--- config.mk ---
export PLATFORM = sky130hd
export DESIGN_NAME = skewed_data_feeder
export DESIGN_NICKNAME = d
export VERILOG_FILES = /design/src/rtl/feeder_pkg.sv /design/src/rtl/feeder_lane.sv /design/src/rtl/skewed_data_feeder.sv
export SDC_FILE = /design/constraint.sdc
export NUM_CORES = 1
export LEC_CHECK = 0
export ABC_AREA = 0
export BUFFER_PORTS_ARGS = -buffer_cell sky130_fd_sc_hd__buf_2
export CAP_MARGIN = 30
export CELL_PAD_IN_SITES_DETAIL_PLACEMENT = 1
export CELL_PAD_IN_SITES_GLOBAL_PLACEMENT = 2
export CORE_MARGIN = 8
export CORE_UTILIZATION = 31
export CTS_BUF_LIST = sky130_fd_sc_hd__clkbuf_4 sky130_fd_sc_hd__clkbuf_8
export DETAILED_ROUTE_END_ITERATION = 8
export PLACE_DENSITY_LB_ADDON = 0.1
export SKIP_LAST_GASP = 1
export SLEW_MARGIN = 20
export SYNTH_ARGS = -nofsm -noshare
export SYNTH_HDL_FRONTEND = slang
export SYNTH_SLANG_ARGS = --single-unit
--- constraint.sdc ---
create_clock -name clk -period 2.4 [get_ports clk]
set_clock_uncertainty 0.15 [all_clocks]
set_input_delay 0.24 -clock clk [delete_from_list [all_inputs] [get_ports clk]]
set_output_delay 0.24 -clock clk [all_outputs]
set_load 0.01 [all_outputs]
--- src/rtl/feeder_pkg.sv ---
// Shared types and step arithmetic for the skewed data feeder.
// The final step index depends on FEEDER_SKEW_EN (diagonal skew on/off).
package feeder_pkg;

  typedef enum logic {IDLE, STREAM} feeder_state_t;

  function automatic int last_step(input int lanes, input int depth);
`ifdef FEEDER_SKEW_EN
    return depth + lanes - 2;
`else
    return depth - 1 + 0 * lanes;
`endif
  endfunction

endpackage

--- src/rtl/feeder_lane.sv ---
// One feeder lane: holds its DEPTH-element slice of the tile and emits element (step - OFFSET).
// Outputs are registered; they update only on present edges and clear on clear edges.
module feeder_lane
  import feeder_pkg::*;
#(
  parameter int DEPTH  = 7,
  parameter int DATA_W = 8,
  parameter int STEP_W = 4,
  parameter int OFFSET = 0
) (
  input  logic                      clk,
  input  logic                      reset,
  input  logic                      capture,
  input  logic                      clear,
  input  logic                      present,
  input  logic [DEPTH*DATA_W-1:0]   tile,
  input  logic [STEP_W-1:0]         step,
  output logic signed [DATA_W-1:0]  data_out,
  output logic                      lane_valid
);

  localparam int IDX_W = STEP_W + 1;

  logic [DEPTH*DATA_W-1:0] tile_q;
  logic [IDX_W-1:0]        rel;
  logic                    hit;
  logic [DATA_W-1:0]       elem;

  // Element 0 sits in the most-significant field of the lane slice.
  always_comb begin
    rel  = {1'b0, step} - IDX_W'(OFFSET);
    hit  = (step >= STEP_W'(OFFSET)) && (rel < IDX_W'(DEPTH));
    elem = '0;
    for (int e = 0; e < DEPTH; e++) begin
      if (rel == IDX_W'(e)) elem = tile_q[(DEPTH-1-e)*DATA_W +: DATA_W];
    end
    if (!hit) elem = '0;
  end

  always_ff @(posedge clk) begin
    if (reset) begin
      tile_q     <= '0;
      data_out   <= '0;
      lane_valid <= 1'b0;
    end else begin
      if (capture) tile_q <= tile;
      if (clear) begin
        data_out   <= '0;
        lane_valid <= 1'b0;
      end else if (present) begin
        data_out   <= elem;
        lane_valid <= hit;
      end
    end
  end

endmodule

--- src/rtl/skewed_data_feeder.sv ---
// Captures a LANES x DEPTH tile via valid/ready, then streams it one step per enabled cycle.
// FEEDER_SKEW_EN: lane i delayed by i steps; undefined: lanes aligned. load_ready only in IDLE.
module skewed_data_feeder
  import feeder_pkg::*;
#(
  parameter int LANES  = 4,
  parameter int DEPTH  = 7,
  parameter int DATA_W = 8
) (
  input  logic                            clk,
  input  logic                            reset,
  input  logic                            enable,
  input  logic                            load_valid,
  output logic                            load_ready,
  input  logic [LANES*DEPTH*DATA_W-1:0]   data_in,
  output logic [LANES*DATA_W-1:0]         data_out,
  output logic [LANES-1:0]                lane_valid,
  output logic                            busy,
  output logic                            done
);

  localparam int LAST   = last_step(LANES, DEPTH);
  localparam int STEP_W = $clog2(DEPTH + LANES);

  feeder_state_t     state;
  logic [STEP_W-1:0] step_q;
  logic              capture;
  logic              clear;
  logic              present;

  assign capture    = (state == IDLE) && load_valid;
  assign clear      = (state == IDLE);
  assign present    = (state == STREAM) && enable;
  assign load_ready = (state == IDLE);
  assign busy       = (state == STREAM);

  always_ff @(posedge clk) begin
    if (reset) begin
      state  <= IDLE;
      step_q <= '0;
      done   <= 1'b0;
    end else begin
      case (state)
        IDLE: begin
          done <= 1'b0;
          if (load_valid) begin
            step_q <= '0;
            state  <= STREAM;
          end
        end
        STREAM: begin
          done <= 1'b0;
          if (enable) begin
            // Counter parks on LAST; the next load clears it.
            if (step_q == STEP_W'(LAST)) begin
              done  <= 1'b1;
              state <= IDLE;
            end else begin
              step_q <= step_q + 1'b1;
            end
          end
        end
        default: state <= IDLE;
      endcase
    end
  end

  for (genvar i = 0; i < LANES; i++) begin : g_lane
`ifdef FEEDER_SKEW_EN
    localparam int OFFS = i;
`else
    localparam int OFFS = 0;
`endif
    feeder_lane #(
      .DEPTH  (DEPTH),
      .DATA_W (DATA_W),
      .STEP_W (STEP_W),
      .OFFSET (OFFS)
    ) u_lane (
      .clk        (clk),
      .reset      (reset),
      .capture    (capture),
      .clear      (clear),
      .present    (present),
      .tile       (data_in[(i+1)*DEPTH*DATA_W-1 -: DEPTH*DATA_W]),
      .step       (step_q),
      .data_out   (data_out[(i+1)*DATA_W-1 -: DATA_W]),
      .lane_valid (lane_valid[i])
    );
  end

endmodule

### Yosys cells after proc, flatten, opt, wreduce, memory -nomap -nowiden

Cells that the tools add are included.
Widths: inputs -> output; s select.

* multiplexer cells: 43
* shifts and indexed selects: 0
* bitwise gates (word level): 1
* magnitude comparators: 2
* multiply operators: 0
* divide/modulo/power cells: 0
* reduce and logical (&&, ||, !) cells: 6
* equal/unequal tests: 9
* add/subtract/negate cells: 1

Operators by type and width (count)
* $mux 8: 32
* $eq 4x3->1 const B: 3
* $mux 4: 3
* $eq 4x2->1 const B: 2
* $pmux 4 s2: 1
* $ne 2x2->1 const B: 3
* $logic_not 5->1: 1
* $mux 1: 5
* $add 4x1->4 const B: 1
* $eq 4x1->1 const B: 1
* $ge 4x1->1 const B: 1
* $lt 4x3->1 const B: 1
* $pmux 1 s2: 2
* $logic_and 1x1->1: 3
* $reduce_and 3->1: 1
* $reduce_or 2->1: 1
* $not 1->1: 1

* word-level logic and storage cells: 74
* bits in writable memories: 0
* memories: 0
* input bits: 228
* register bits after elaboration: 263
* output and inout bits: 39
* ROM bits: 0
* bits in latches: 0

### Depth between registers and ports, before layout

* depth after elaboration: 9
* mapped depth: 9
* gate-level depth less buffers: 6

### By module

From an unflattened synthesis, not the netlist that was laid out.

* cell total of the unflattened synthesis: 1275
* area total of the unflattened synthesis: 12341.8 µm²

Modules (own cells, without submodules)
* feeder_lane: area an instance 3001.6 µm², seq. area each 1301.2 µm², cells an instance 309, times used 4
* skewed_data_feeder: area an instance 335.3 µm², seq. area each 120.1 µm², cells an instance 39, times used 1

### Least setup slack after synthesis

OpenSTA, ideal clock, no wires.

* path kind: register to register
* from: register step_q[1]
* to: register g_lane[0].u_lane.data_out[0]
* path slack: 0.504 ns
* path buffers: 2
* setup time: 0.083 ns
* clock period less this slack: 1.896 ns
* cell stages (with the launch flop): 9
* data arrival time: 1.664 ns
* data required time: 2.167 ns
* cells stage by stage: dfxtp_1 inv_1 ha_1 clkbuf_1 nor2b_1 buf_2 a221oi_1 o32a_1 o221ai_1

* longest elaborated chain between the ends: 9
* elaborated cells on any way between the ends: 18
* classes of those cells: 2 x order compare; 6 x eq/ne; 8 x mux; 2 x reduce/logical

Ends and longest elaborated chain
* start, declared: RTL line skewed_data_feeder.sv:26 `logic [STEP_W-1:0] step_q;`
* start signal, assigned: RTL line skewed_data_feeder.sv:59 `step_q <= step_q + 1'b1;`
* $logic_not 5->1: RTL line feeder_lane.sv:35 `if (rel == IDX_W'(e)) elem = tile_q[(DEPTH-1-e)*DATA_W +: DATA_W];`
* $mux 8 (7 in series): RTL line feeder_lane.sv:35
* $mux 8 (*): RTL line feeder_lane.sv:37 `if (!hit) elem = '0;`
* end signal, assigned: RTL line feeder_lane.sv:51 `data_out <= elem;`
* end, declared: RTL line feeder_lane.sv:18 `output logic signed [DATA_W-1:0] data_out,`

Every way passes the cells marked *; elsewhere a longest branch is shown, timed or not.
A chain may end at the register's enable or synchronous reset.

### Final worst setup path

* from: register step_q[0]
* to: register g_lane[0].u_lane.data_out[3]

Same word-level chain as after synthesis.

==> key figures <==
Timing
  – Hold WS: roughly 0.13 ns
  – Slew Limit Fails: 0
  – Worst-Margin Slew: approximately 0.89 ns
  – Final Hold Viols: 0
  – RSZ-0062 raised after global routing: no
  – Endpoints failing setup: 0
  – Tmin final: roughly 2.3 ns
  – FMAX: 441 MHz
  – Slew margin rel.: 0.408
  – Setup TNS: 0 ns
  – Final Cycle Share: 0.945

Finish
  – Fin area: about 0.016 mm²
  – Area Overhead vs Synth: 44.8%
  – Number of diodes: 0
  – Filler cells: between 4k and 5k
  – Area of the multi-input gates: between 0.005 and 0.006 mm²
  – Register Area: 0.00527 mm²
  – Finished Layout Cells: roughly 2.5k
  – Final #Nets: about 2.2k
  – Share of layout cells above drive strength 1: 0.197

Power
  – Comb pwr share: 0.134
  – Internal power: a little under 8 mW
  – Clock power share: 0.418
  – VDD IR max: roughly 340 µV
  – Register share of total power: 0.448
  – P per Cell Area: 652 mW/mm²
  – Pleak: ~6.6 nW
  – Switching component of the power: between 2 and 3 mW
  – Switching power share of the total: 0.263
  – Total power: 10.7 mW

Setup path
  – CP arrival: around 2.6 ns
  – Reg2reg end: g_lane[0].u_lane.data_out[3]
  – Startpoint types: register
  – Reg2Reg Depth: 7
  – CP endpoint kind: register
  – Critical Path Fanout Max: 21
  – Crit. Startpoint: step_q[0]
  – RR Startpoint: step_q[0]
  – Crit path kind: register to register
  – Required @ worst endpoint: 2.69 ns
  – Reg2Reg Setup Slack: 0.13 ns

Hold path
  – WHS Path Cells: 5
  – Hold path startpoint: load_valid
  – End of the worst hold path: g_lane[3].u_lane.tile_q[54]
  – Worst Hold Class: input port to register

Clocking
  – Clock buffer depth: 3
  – Skew-Pair Late Insertion Delay: 0.57 ns
  – TritonCTS buffer count: between 40 and 50
  – CTS clk-pin slew, worst paths: 0.06 ns
  – Clock root buffer: clkbuf_8
  – CTS tree: done
  – CTS Sinks: approximately 260
  – # H-tree levels: 2

Outcome
  – Status: finished, final reports clean

Logic synthesis
  – YS warnings: 0
  – Netlist cell types: 29
  – #FFs+latches synth: roughly 260
  – Post-Synthesis Cells: around 1.5k
  – Post-Syn Area: between 0.01 and 0.015 mm²
  – Seq/Total Area, Yosys: 0.466
  – Syn Area/Cell: roughly 7.4 µm²
  – Syn_nets: between 1.5k and 2k

Placement
  – GP Congestion: 0.939
  – Post-placement cell count: about 2.2k
  – Placement Cell Area: approximately 0.013 mm²
  – DP HPWL: between 30000 and 40000 µm
  – I/O Buffers: 266

Detailed routing
  – Drt first pass iters: 5
  – Antenna-violating nets left: 0
  – Total wire length: roughly 50000 µm
  – DR vias: ~12k
  – DRT iter0 DRCs: between 600 and 700
  – Average wire per standard cell: about 20 µm
  – DRC Markers: 0
  – Vias per Instance: around 4.9

GRT
  – Vias in the first global route: between 10k and 15k
  – Total GRT Usage: 0.228
  – Initial antenna violation count: 0
  – Grt total ovfl: 0
  – First-pass GRT wire length: 75800 µm
  – Largest net degree at the start of global routing: 189

Floorplan
  – Num rows: 70
  – Die ar.: between 0.04 and 0.05 mm²
  – Initial Utilization: 0.312
  – IO Pins: between 200 and 300
  – Core area: 0.0363 mm²
  – Die H: 207 µm
  – Die X: roughly 210 µm

Run
  – Max Cap Violations: 0
-- layout make-up --
cell class | count | share of cell area
well taps | 468 | 0.0358
flip-flops and latches | 263 | 0.322
multi-input cells | 1085 | 0.327
inverters | 45 | 0.0103
repair buffers | 527 | 0.244
clock buffers | 82 | 0.0605
clock inverters | 2 | 0.000841
-- worst max path at each step --
stage	to	slack, ns	depth (start not counted)
floorplan	g_lane[0].u_lane.data_out[0]	0.50	8
global placement	g_lane[3].u_lane.data_out[1]	0.13	7
detailed placement	g_lane[2].u_lane.data_out[6]	0.09	6
CTS	g_lane[1].u_lane.data_out[7]	0.09	7
global route	g_lane[0].u_lane.data_out[6]	0.006	7
finish	g_lane[0].u_lane.data_out[3]	0.13	7
-- cells in the mapped netlist, drive strengths merged --
master / n / share of area
nand2: 514 / 0.17
or3: 1 / 0.0010
nand4: 2 / 0.0011
inv: 45 / 0.015
a21oi: 291 / 0.13
nand3b: 12 / 0.0080
nand3: 13 / 0.0058
nor2b: 36 / 0.020
a211oi: 22 / 0.015
a221oi: 42 / 0.033
xor2: 2 / 0.0015
nor2: 40 / 0.013
o21ai: 54 / 0.024
o221ai: 21 / 0.016
mux2i: 3 / 0.0027
and4b: 1 / 0.00089
ha: 4 / 0.0044
nor3: 2 / 0.00089
nand2b: 2 / 0.0011
and3: 1 / 0.00055
dfxtp: 263 / 0.47
buf: 30 / 0.015
o32a: 21 / 0.019
and2: 1 / 0.00055
clkbuf: 112 / 0.037
-- registers in the layout (all words and copies together) (netlist names) --
register / count
g_lane.u_lane.data_out: 32
g_lane.u_lane.tile_q: 224
step_q: 4
done: 1
busy: 1
g_lane.u_lane.lane_valid: 1
-- power by group through the flow --
stage	Combinational, mW	Sequential, mW	Clock [mW]
final	1.43	4.78	4.46
after CTS	1.43	4.77	4.62
after detailed placement	1.14	4.87	0
after global routing	1.58	4.80	4.80
after global placement	1.12	4.86	0
after floorplan	0.664	4.79	0
-- metal layers --
layer / global-route usage / share of wire / vias up
met5: 0 / 0 / -
li1: - / - / 6024
met3: 0.0417 / 0.049 / 89
met4: 0.0811 / 0.031 / 0
met2: 0.373 / 0.46 / 294
met1: 0.299 / 0.46 / 5823
-- metrics by stage --
step	setup WS, ns	util
6_report	0.131	0.451
2_1_floorplan	0.504	-
3_3_place_gp	0.130	0.360
3_5_place_dp	0.0933	0.360
5_1_grt	0.00572	0.451
4_1_cts	0.0881	0.450
-- cell usage in the layout, fill, tap and decap left out, types with 5 or more instances in the layout --
cell           Yosys  final
o21ai_0           49     49
nand2_1          514    513
o21ai_1            5      5
dfxtp_1          263    263
buf_4              4     22
a21oi_1          291    291
a221oi_1          42     40
buf_12             0     10
clkbuf_4           0     22
nor2_1            40     39
nand3b_1          12     12
nand3_1           13     13
clkbuf_8           0     60
dlygate4sd3_1      0    227
inv_1             45     45
buf_2             10    265
a211oi_1          22     22
nor2b_1           36     33
o221ai_1          21     21
o32a_1            21     21
-- worst max-delay path: stages (launching register included) --
cell	delay [ns]
dfxtp_1	0.42
inv_1	0.15
ha_2	0.24
nor2b_2	0.16
buf_4	0.22
a221oi_1	0.45
o32a_1	0.23
o221ai_1	0.12
-- what timing repair did --
| item | 4_1_cts | 5_1_grt |
|---|---|---|
| gates resized for setup | 0 | 3 |
| setup endpoints to repair | 0 | 5 |
| buffers inserted | 0 | 2 |
| hold buffers | 227 | 0 |
| endpoints found under the hold margin | 229 | 0 |
-- cell families after synthesis --
| family | count (synthesis) | share of synthesized area |
|---|---|---|
| and+or+nand+nor | 625 | 0.224 |
| AOI/OAI and AO/OA | 451 | 0.235 |
| DFF | 263 | 0.466 |
| buffers and inverters | 187 | 0.0672 |
| adders and majority gates | 4 | 0.00443 |
| muxes | 3 | 0.00266 |
| xor gates and xnor gates | 2 | 0.00155 |
Power figures use the tool's default switching activity.
